**src/rtl/demux12_rr_ctrl.sv**
```systemverilog
// demux12_rr_ctrl: routes a 4-bit ready/valid input stream to one of two
// registered output channels (A/B), either alternating round-robin or by an
// explicit select. Each channel keeps a wrapping count of delivered words.
// A run/drain FSM gates acceptance so that held words can flush before idling.
module demux12_rr_ctrl #(
  parameter int CNT_W = 4
) (
  input  logic             clk,
  input  logic             rst_n,
  input  logic             en,
  input  logic             mode,
  input  logic             x_sel,
  input  logic [3:0]       X,
  input  logic             x_valid,
  output logic             x_ready,
  output logic [3:0]       A,
  output logic             a_valid,
  input  logic             a_ready,
  output logic [3:0]       B,
  output logic             b_valid,
  input  logic             b_ready,
  output logic [CNT_W-1:0] cnt_a,
  output logic [CNT_W-1:0] cnt_b,
  output logic             busy
);

  typedef enum logic [1:0] {
    IDLE  = 2'd0,
    RUN   = 2'd1,
    DRAIN = 2'd2
  } state_t;

  localparam logic [CNT_W-1:0] CNT_ONE = {{(CNT_W-1){1'b0}}, 1'b1};

  state_t           state_r;
  logic             rr_ptr_r;
  logic [3:0]       a_data_r;
  logic             a_valid_r;
  logic [3:0]       b_data_r;
  logic             b_valid_r;
  logic [CNT_W-1:0] cnt_a_r;
  logic [CNT_W-1:0] cnt_b_r;

  logic target_s;
  logic a_take_s;
  logic b_take_s;
  logic target_free_s;
  logic x_ready_s;
  logic accept_s;
  logic load_a_s;
  logic load_b_s;
  logic a_valid_nxt_s;
  logic b_valid_nxt_s;

  // Handshake decode: pick the target channel, decide acceptance and the
  // post-edge occupancy of each output register.
  always_comb begin
    target_s      = 1'b0;
    target_free_s = 1'b0;
    x_ready_s     = 1'b0;
    a_take_s      = a_valid_r & a_ready;
    b_take_s      = b_valid_r & b_ready;

    if (mode) begin
      target_s = x_sel;
    end else begin
      target_s = rr_ptr_r;
    end

    // A register being drained this same cycle counts as free, which is
    // what lets one channel sustain a word every cycle.
    if (target_s) begin
      target_free_s = ~b_valid_r | b_take_s;
    end else begin
      target_free_s = ~a_valid_r | a_take_s;
    end

    if (state_r == RUN) begin
      x_ready_s = target_free_s;
    end else begin
      x_ready_s = 1'b0;
    end

    accept_s      = x_valid & x_ready_s;
    load_a_s      = accept_s & ~target_s;
    load_b_s      = accept_s & target_s;
    a_valid_nxt_s = load_a_s | (a_valid_r & ~a_take_s);
    b_valid_nxt_s = load_b_s | (b_valid_r & ~b_take_s);
  end

  // Control FSM, round-robin pointer, output registers and delivery counters.
  always_ff @(posedge clk or negedge rst_n) begin
    if (!rst_n) begin
      state_r   <= IDLE;
      rr_ptr_r  <= 1'b0;
      a_data_r  <= 4'b0000;
      a_valid_r <= 1'b0;
      b_data_r  <= 4'b0000;
      b_valid_r <= 1'b0;
      cnt_a_r   <= {CNT_W{1'b0}};
      cnt_b_r   <= {CNT_W{1'b0}};
    end else begin
      case (state_r)
        IDLE:    if (en) state_r <= RUN;
        RUN:     if (!en) state_r <= DRAIN;
        DRAIN:   if (!a_valid_nxt_s && !b_valid_nxt_s) state_r <= IDLE;
        default: state_r <= IDLE;
      endcase

      if (accept_s && !mode) begin
        rr_ptr_r <= ~rr_ptr_r;
      end

      // Data is zeroed whenever valid drops so the outputs read 0 while empty.
      if (load_a_s) begin
        a_data_r  <= X;
        a_valid_r <= 1'b1;
      end else if (a_take_s) begin
        a_data_r  <= 4'b0000;
        a_valid_r <= 1'b0;
      end

      if (load_b_s) begin
        b_data_r  <= X;
        b_valid_r <= 1'b1;
      end else if (b_take_s) begin
        b_data_r  <= 4'b0000;
        b_valid_r <= 1'b0;
      end

      if (a_take_s) begin
        cnt_a_r <= cnt_a_r + CNT_ONE;
      end
      if (b_take_s) begin
        cnt_b_r <= cnt_b_r + CNT_ONE;
      end
    end
  end

  assign x_ready = x_ready_s;
  assign A       = a_data_r;
  assign a_valid = a_valid_r;
  assign B       = b_data_r;
  assign b_valid = b_valid_r;
  assign cnt_a   = cnt_a_r;
  assign cnt_b   = cnt_b_r;
  assign busy    = (state_r != IDLE);

endmodule

```
**config.mk**
```make
export PLATFORM = sky130hd
export DESIGN_NAME = demux12_rr_ctrl
export DESIGN_NICKNAME = d
export VERILOG_FILES = /design/src/rtl/demux12_rr_ctrl.sv
export SDC_FILE = /design/constraint.sdc
export NUM_CORES = 1
export LEC_CHECK = 0
export CORE_MARGIN = 2
export CORE_UTILIZATION = 55
export CTS_CLUSTER_SIZE = 10
export DETAILED_ROUTE_END_ITERATION = 12
export DONT_BUFFER_PORTS = 1
export PLACE_DENSITY_LB_ADDON = 0.05
export SYNTH_ARGS = -nofsm -noshare
export SYNTH_HDL_FRONTEND = slang
export SYNTH_SLANG_ARGS = --single-unit
```
**constraint.sdc**
```tcl
create_clock -name clk -period 3.5 [get_ports clk]
set_input_delay 0.35 -clock clk [delete_from_list [all_inputs] [get_ports clk]]
set_output_delay 0.35 -clock clk [all_outputs]
set_load 0.005 [all_outputs]
```
==> results of run 1 <==
[per-layer routing]
| layer | up-vias | part of all wire |
|---|---|---|
| met5 | - | 0 |
| met4 | 0 | 0.017 |
| met2 | 20 | 0.43 |
| met3 | 5 | 0.052 |
| li1 | 401 | - |
| met1 | 384 | 0.50 |
[cell usage in the layout, fill, tap and decap left out]
master,count
dfrtp_1,21
nand4_1,13
o21ai_0,11
nand2_1,11
nand3_1,7
nor2b_1,5
nand4b_1,5
xnor2_1,4
and2b_2,4
nor2_1,3
clkbuf_4,3
nand2b_1,2
and2b_1,2
mux2_2,2
xor2_1,2
ha_1,2
or2_2,1
nor2b_4,1
mux2i_1,1
a211oi_1,1
nand3b_1,1
mux2_4,1
and3b_1,1
or2b_1,1
or4_1,1
o31ai_1,1
o21ai_1,1
clkbuf_1,1
dlygate4sd3_1,1
[sequential cells by signal, summed over array words and instances, names as in the netlist]
| name | cells |
|---|---|
| A | 4 |
| B | 4 |
| cnt_a | 4 |
| cnt_b | 4 |
| state_r | 2 |
| a_valid | 1 |
| b_valid | 1 |
| rr_ptr_r | 1 |
[through the flow]
stage	instances	setup WS (ps)	hold WS [ps]
after global routing	137	1210	136
after CTS	137	1370	136
after floorplan	111	2180	54.4
after global placement	132	1700	54.9
final	137	1360	134
after detailed placement	132	1710	55.0
[logic make-up after synthesis]
group | synth area share
fa+ha+maj | 0.0224
mux | 0.0426
simple gates | 0.321
compound gates | 0.0673
flops | 0.471
xor+xnor | 0.0471
buf+inv | 0.0291
[area by class of cell]
cell class,count,share of cell area
Multi-Input combinational cell,84,0.484
Sequential cell,21,0.456
Tap cell,27,0.0293
Clock buffer,4,0.0228
Timing Repair Buffer,1,0.00868
[timing repair]
action                                 CTS  global route
setup buffers                            0             0
hold buffers                             1             0
endpoints found under the hold margin   21             0
[power groups by stage]
stage               sequential [W]  clock [W]  combinational [W]
finish                    0.000438   0.000118           0.000191
global route              0.000457   0.000130           0.000223
CTS                       0.000440   0.000120           0.000195
detailed placement        0.000446          0           0.000187
global placement          0.000443          0           0.000181
floorplan                 0.000419          0           0.000174
[how the worst max path moves through the flow]
stage	end	slack, ps
3_3_place_gp	x_ready	1700
2_1_floorplan	x_ready	2180
5_1_grt	x_ready	1210
6_report	x_ready	1360
4_1_cts	x_ready	1370
3_5_place_dp	x_ready	1710
==> impl_results.md, run 1 <==
- WP depth: 3
- Vias in the first global route: 789
- Status: complete, no violations
- Worst path required time: 3150 ps
- Drt total wl: 2130 um
- Comb pwr share: 0.256
- Die span in x: 49.0 um
- DRT antenna net count: 0
- Nets: 125
- CTS tree: yes
- Setup TNS: 0 ps
- Hold Vio Cnt, Final: 0
- Critical Path Max Stage Delay: 640 ps
- Leakage: 0.497 nW
- Reg2reg end: A[3]
- Worst Clk Skew: 14.5 ps
- DRC viols: 0
- Synthesized Nets: 125
- Worst reg-to-reg path cell count: 3
- Synthesized area: 1120 um2
- Commonest cells in the synthesized netlist: dfrtp_1, nand4_1, nand2_1, o21ai_0, nand3_1
- Reg power frac: 0.586
- Slew Limit Headroom: 0.372
- Cell taking the most area after synthesis: dfrtp_1
- WHS Path Cells: 1
- Fin util: 0.594
- Clock transition at path regs: 120 ps
- Crit path DAT: 1790 ps
- Dominant cells by area after synthesis: dfrtp_1, nand4_1, o21ai_0
- Placed standard-cell area: 1120 um2
- Starting DRT DRC Count: 12
- Total track usage: 0.199
- Vias per Instance: 5.91
- Critical path cell sequence: mux2i_1 > nor2_1 > a211oi_1
- Maximum number of pins on one net before global-route repair: 22
- CTS resizes: 0
- Clock Sinks: 21
- P_int: 0.000482 W
- Routability congestion estimate: 0.711
- F_max: 468 MHz
- PwrDens: 647 nW/um2
- Slew Limit Fails: 0
- Reg area: 526 um2
- Post-route design area: 1150 um2
- GRT busiest layer: met2
- Post-route minimum period: 2140 ps
- Min-Delay Path Class: primary input to register
- Flop2flop setup slack: 2030 ps
- # rows: 16
- CP max-delay cell: mux2i_1
- Clock power frac: 0.158
- Die Y: 49.0 um
- Post-synth EDFFs: 0
- First-pass GRT wire length: 3710 um
- Initial antenna violation count: 0
- Fraction of registers with async set/reset: 1.00
- Distinct cell type count after synthesis: 29
- Port bufs: 0
- Area of the multi-input gates: 558 um2
- Top delay family on crit path: multiplexers
- Area share of the largest cell type after synthesis: 0.471
- # Max-Cap Violations: 0
- Clock buffer count from CTS: 3
- RSZ-0062 raised after global routing: no
- WL per Instance: 15.5 um
- Sw Share: 0.354
- Most common cell in the synthesized netlist: dfrtp_1
- # setup viols final: 0
- Synthesis-stage register bit count: 21
- Slew @ Worst Pin: 939 ps
- Total power: 0.000746 W
- FF-to-FF Start: rr_ptr_r
- Setup crit end kind: primary output
- Worst Path Class, Setup: register to primary output
- Drt pass-1 iters: 5
- Syn. warnings: 0
- Routed via count: 810
- Critical path startpoint category: register
- Met3 GRT Util: 0.0521
- CP Buf/Inv Count: 0
- Routing usage on met2: 0.290
- CP Launch Point: rr_ptr_r
- Diodes inserted: 0
- Gr ovfl total: 0
- DPL Wire Length: 1480 um
- Die area: 2410 um2
- Final worst-path cycle share: 0.611
- Worst-path maximum fanout: 12
- Syn Area/Cell: 10.1 um2
- Skew-Pair Late Insertion Delay: 310 ps
- CTS Root Cell: clkbuf_4
- Sequential area share after synthesis: 0.471
- Core Area: 1940 um2
- Met1 usage: 0.279
- Layout cells sized above 1: 0.109
- WHS Endpoint: state_r[1]
- Sw Pwr: 0.000264 W
- Maximum VDD drop: 0.000352 V
- CTS H-Tree Depth: 1
- Layout area overhead: 3.36%
- Syn Inst Count: 111
- Ports: 32
- Top_reg_cell synth: dfrtp_1
- FILL cells: 177
- Clock Path Buffers: 2
- Initial core utilization: 0.575
- Hold Startpoint: en
No activity file was read; power rests on OpenSTA's default activity.
==> run 2: changes to the inputs <==
- clock period: 3.5 -> 1.74 ns (I/O delays scaled with it)
==> run 2 against run 1 <==
  * Highest routed layer unchanged
  * First-iteration DRC count grew 50%
  * Critical path depth is the same
  * Combinational power grew 110%
  * Largest power group unchanged
  * Final cell count grew 1.5%
==> impl_results.md, run 2 (synthesized netlist as in run 1, its figures left out) <==
- Commonest cells after routing, fill and taps aside: dfrtp_1, nand4_1, o21ai_0, nand2_1, nand3_1
- Gr ovfl total: 0 (unchanged)
- Status: complete, no violations
- First-pass GRT wire length: 3830 um (+3.2%)
- Routed via count: 833 (+2.8%)
- Maximum VDD drop: 0.000880 V (+150%)
- Clock buffer count from CTS: 3 (unchanged)
- Worst path required time: 1570 ps (-1580 ps)
- Slew Limit Headroom: 0.368 (-0.00374)
- Worst Path Class, Setup: register to primary output
- DPL Wire Length: 1550 um (+4.3%)
- # setup viols final: 0 (unchanged)
- Fin util: 0.605 (+0.0110)
- Die area: 2410 um2 (unchanged)
- Nets: 127 (+1.6%)
- Die Y: 49.0 um (unchanged)
- Port bufs: 0 (unchanged)
- Post-route minimum period: 1620 ps
- Clock Sinks: 21 (unchanged)
- Hold Vio Cnt, Final: 0 (unchanged)
- Core Area: 1940 um2 (unchanged)
- WL per Instance: 15.8 um (+1.8%)
- Diodes inserted: 0 (unchanged)
- Slew @ Worst Pin: 945 ps (+5.59 ps)
- Initial antenna violation count: 0 (unchanged)
- Clock Path Buffers: 2 (unchanged)
- Worst Clk Skew: 5.73 ps (-8.79 ps)
- Total power: 0.00152 W (+100%)
- Clock transition at path regs: 110 ps (about the same)
- F_max: 619 MHz
- Setup TNS: 0 ps (unchanged)
- Starting DRT DRC Count: 18 (+6)
- PwrDens: 1290 nW/um2 (+100%)
- Maximum number of pins on one net before global-route repair: 22 (unchanged)
- Skew-Pair Late Insertion Delay: 300 ps (about the same)
- Routability congestion estimate: 0.803 (+13%)
- Ports: 32 (unchanged)
- Die span in x: 49.0 um (unchanged)
- Crit path DAT: 1440 ps (-350 ps)
- Vias per Instance: 5.99 (+1.4%)
- Layout cells sized above 1: 0.125 (+0.0159)
- CTS H-Tree Depth: 1 (unchanged)
- Setup bufs post-CTS: 0 (unchanged)
- Leakage: 0.504 nW (+1.4%)
- Area of the multi-input gates: 562 um2 (+0.67%)
- Critical path startpoint category: register
- # rows: 16 (unchanged)
- DRC viols: 0 (unchanged)
- Initial core utilization: 0.575 (unchanged)
- RSZ-0062 raised after global routing: no
- Min-Delay Path Class: primary input to register
- Setup slack after layout: 124 ps (-1240 ps)
- DP Cell Count: 133 (+0.76%)
- Vias in the first global route: 879 (+11%)
- Layout area overhead: 5.27%
- # Max-Cap Violations: 0 (unchanged)
- Layout Cells excl Fill: 139 (+1.5%)
- Reg area: 526 um2 (unchanged)
- Drt total wl: 2200 um (+3.2%)
- DRT antenna net count: 0 (unchanged)
- Slew Limit Fails: 0 (unchanged)
- FILL cells: 181 (+2.3%)
- CTS Root Cell: clkbuf_4
- CTS tree: yes
- Final worst-path cycle share: 0.929
- Worst-path maximum fanout: 7 (-5)
- Total track usage: 0.206 (+0.00699)
- Post-Place Worst Slack: 338 ps (-1380 ps)
- Drt pass-1 iters: 4 (-1)
- Most common cell after layout, fill and taps aside: dfrtp_1
- Setup crit end kind: primary output
run 2: cell types whose count changed in the layout (fill, tap and decap cells not counted):
cell / previous run / this run
buf_4: 0 / 1
dlygate4sd3_1: 1 / 2
mux2i_1: 1 / 0
mux2i_2: 0 / 1
run 2: final timing paths:
kind,start,endpoint,slack (ps),cells past startpoint
max,rr_ptr_r,x_ready,120,3
min,mode,rr_ptr_r,10,2
max reg2reg,state_r[1],rr_ptr_r,300,3
min reg2reg,cnt_a[3],cnt_a[3],500,1
max in group asynchronous,rst_n,cnt_b[3],710,1
min in group asynchronous,rst_n,A[1],450,1
run 2: timing repair:
action                                  4_1_cts  5_1_grt
hold buffers                                  2        0
endpoints found under the setup margin        0        1
resized for setup                             0        1
endpoints found under the hold margin        23        0
run 2: critical path, cell delays in order (launching register included):
cell	delay (ps)
dfrtp_1	440
mux2i_2	330
nor2_1	90
a211oi_1	290
run 2: through the flow:
stage	hold WS, ps	instance area (um2)
after CTS	3.47	1170
after global placement	-121	1120
after floorplan	-122	1120
final	13.1	1170
after detailed placement	-121	1120
after global routing	7.04	1170
run 2: final cells by class:
class	instances	area share
multi-input cells	84	0.478
clock buffers	4	0.0224
well taps	27	0.0288
flip-flops and latches	21	0.447
repair buffers	3	0.0234
run 2: layer usage:
layer | share of wire | vias up | GRT usage | wire length (um)
met1 | 0.45 | 404 | 0.261 | 993
li1 | - | 402 | - | -
met5 | 0 | - | 0 | 0
met2 | 0.47 | 23 | 0.324 | 1040
met3 | 0.064 | 4 | 0.0644 | 141
met4 | 0.0095 | 0 | 0.0857 | 21
run 2: power breakdown:
group	internal [W]	total (W)	switching, W
Clock	0.0000893	0.000232	0.000142
Sequential	0.000672	0.000884	0.000212
Combinational	0.000219	0.000404	0.000184
==> run 3: changes to the inputs <==
--- a/config.mk
+++ b/config.mk
@@ -9,2 +9,3 @@
 export CORE_UTILIZATION = 55
+export CTS_CLUSTER_DIAMETER = 40
 export CTS_CLUSTER_SIZE = 10
==> constraint.sdc (replaced) <==
create_clock -name clk -period 1.74 [get_ports clk]
set_input_delay 0.261 -clock clk [delete_from_list [all_inputs] [get_ports clk]]
set_output_delay 0.261 -clock clk [all_outputs]
set_load 0.005 [all_outputs]
==> run 3 against run 2 <==
  * Die area unchanged
  * Sequential share of layout area fell by 0.095 points
  * Largest cell class unchanged
  * Register-to-register slack is essentially flat
  * Maximum frequency is 0.69% higher
  * Global-route usage increased by 0.20 points
  * Critical path type unchanged
  * Hold slack better by 48 ps
==> impl_results.md, run 3 (synthesized netlist as in run 1, its figures left out) <==
- Port bufs: 0 (unchanged)
- Crit path DAT: 1340 ps (-100 ps)
- Commonest cells after routing, fill and taps aside: dfrtp_1, nand4_1, o21ai_0, nand2_1, nand3_1
- # rows: 16 (unchanged)
- DRC viols: 0 (unchanged)
- Clock buffer count from CTS: 3 (unchanged)
- Layout area overhead: 5.49%
- Flop2flop setup slack: 290 ps (about the same)
- Drt total wl: 2160 um (-1.9%)
- Initial antenna violation count: 0 (unchanged)
- Die span in x: 49.0 um (unchanged)
- Post-route minimum period: 1600 ps (-11.0 ps)
- Vias in the first global route: 868 (-1.3%)
- Maximum number of pins on one net before global-route repair: 22 (unchanged)
- Setup slack after layout: 135 ps (+11.0 ps)
- DRT antenna net count: 0 (unchanged)
- Core Area: 1940 um2 (unchanged)
- DP Cell Count: 134 (+0.75%)
- CTS tree: yes
- Critical path startpoint category: register
- Setup TNS: 0 ps (unchanged)
- Gr ovfl total: 0 (unchanged)
- Total track usage: 0.208 (+0.00200)
- Layout cells sized above 1: 0.143 (+0.0179)
- # Max-Cap Violations: 0 (unchanged)
- Nets: 127 (unchanged)
- Slew Limit Headroom: 0.381 (+0.0131)
- PwrDens: 1290 nW/um2 (about the same)
- Drt pass-1 iters: 4 (unchanged)
- Slew Limit Fails: 0 (unchanged)
- Fin util: 0.606 (+0.00129)
- F_max: 623 MHz (+0.69%)
- Most common cell after layout, fill and taps aside: dfrtp_1
- Layout Cells excl Fill: 139 (unchanged)
- DPL Wire Length: 1580 um (+2.2%)
- FF-to-FF Start: state_r[1]
- Reg2reg end: rr_ptr_r
- Routed via count: 840 (+0.84%)
- Clock Sinks: 21 (unchanged)
- Routed met1 length: 985 um (-0.81%)
- CTS H-Tree Depth: 1 (unchanged)
- Routability congestion estimate: 0.760 (-5.4%)
- Clock transition at path regs: 110 ps (about the same)
- CTS Root Cell: clkbuf_4
- # setup viols final: 0 (unchanged)
- Wire length on met3: 130 um (-7.8%)
- Clock Path Buffers: 2 (unchanged)
- Die area: 2410 um2 (unchanged)
- Slew @ Worst Pin: 925 ps (-19.6 ps)
- Final worst-path cycle share: 0.922 (-0.00633)
- RSZ-0062 raised after global routing: no
- Vias per Instance: 6.04 (+0.84%)
- Post-Place Worst Slack: 338 ps (+0.302 ps)
- Uppermost layer routed: met4
- Leakage: 0.506 nW (+0.31%)
- Setup bufs post-CTS: 0 (unchanged)
- WL per Instance: 15.5 um (-1.9%)
- WL met2: 1020 um (-2.0%)
- Die Y: 49.0 um (unchanged)
- CP Launch Point: rr_ptr_r
- Status: complete, no violations
- Diodes inserted: 0 (unchanged)
- Skew-Pair Late Insertion Delay: 300 ps (about the same)
- Worst path required time: 1480 ps (-90 ps)
- Setup crit end: x_ready
- Worst Path Class, Setup: register to primary output
- Starting DRT DRC Count: 17 (-1)
- First-pass GRT wire length: 3880 um (+1.4%)
- Setup crit end kind: primary output
- Worst Clk Skew: 2.11 ps (-3.62 ps)
- Maximum VDD drop: 0.000755 V (-14%)
- Worst-path maximum fanout: 4 (-3)
- Worst reg-to-reg path cell count: 3 (unchanged)
- Ports: 32 (unchanged)
- Hold Vio Cnt, Final: 0 (unchanged)
- Min-Delay Path Class: primary input to register
- Initial core utilization: 0.575 (unchanged)
==> run 3: cell types whose count changed in the layout (fill, tap and decap cells not counted) <==
cell           delta
a211oi_1          -1
buf_4             +1
a211oi_2          +1
dlygate4sd3_1     -1
==> run 3: per-layer routing <==
metal / vias to the layer above / GRT usage
met1: 412 / 0.264
met2: 25 / 0.336
met3: 4 / 0.0613
met5: - / 0
li1: 399 / -
met4: 0 / 0.0762
==> run 3: stage by stage <==
stage	hold slack (ps)	total power [W]	area, um2
finish	61.4	0.00152	1180
floorplan	-34.6	0.00119	1120
global placement	-34.1	0.00128	1130
CTS	61.1	0.00153	1170
detailed placement	-34.1	0.00130	1130
global route	54.6	0.00166	1180
==> run 3: repair_timing <==
item,CTS,global route
hold buffers,1,0
gates resized for setup,0,2
endpoints found under the setup margin,0,1
endpoints found under the hold margin,21,0
==> run 3: power breakdown <==
part	leakage (nW)	switching, W	internal, W
registers	0.268	0.000211	0.000672
logic	0.223	0.000186	0.000226
clock network	0.0150	0.000138	0.0000894
==> run 3: worst max-delay path: stages (launching register included) <==
cell and delay (ps):
dfrtp_1 430, mux2i_2 270, nor2_1 100, a211oi_2 240
==> run 3: worst min path at each step <==
stage,startpoint,depth (start not counted),to,slack (ps)
floorplan,rst_n,0,A[0],-30
global placement,rst_n,0,A[2],-30
detailed placement,rst_n,0,A[0],-30
CTS,en,1,state_r[1],60
global route,en,1,state_r[1],50
finish,en,1,state_r[1],60
==> run 3: area by class of cell <==
cell class	instances	area (um2)
fill	183	764
multi-input combinational	84	567
sequential	21	526
tap	27	33.8
clock buffer	4	26.3
timing repair buffer	3	25.0
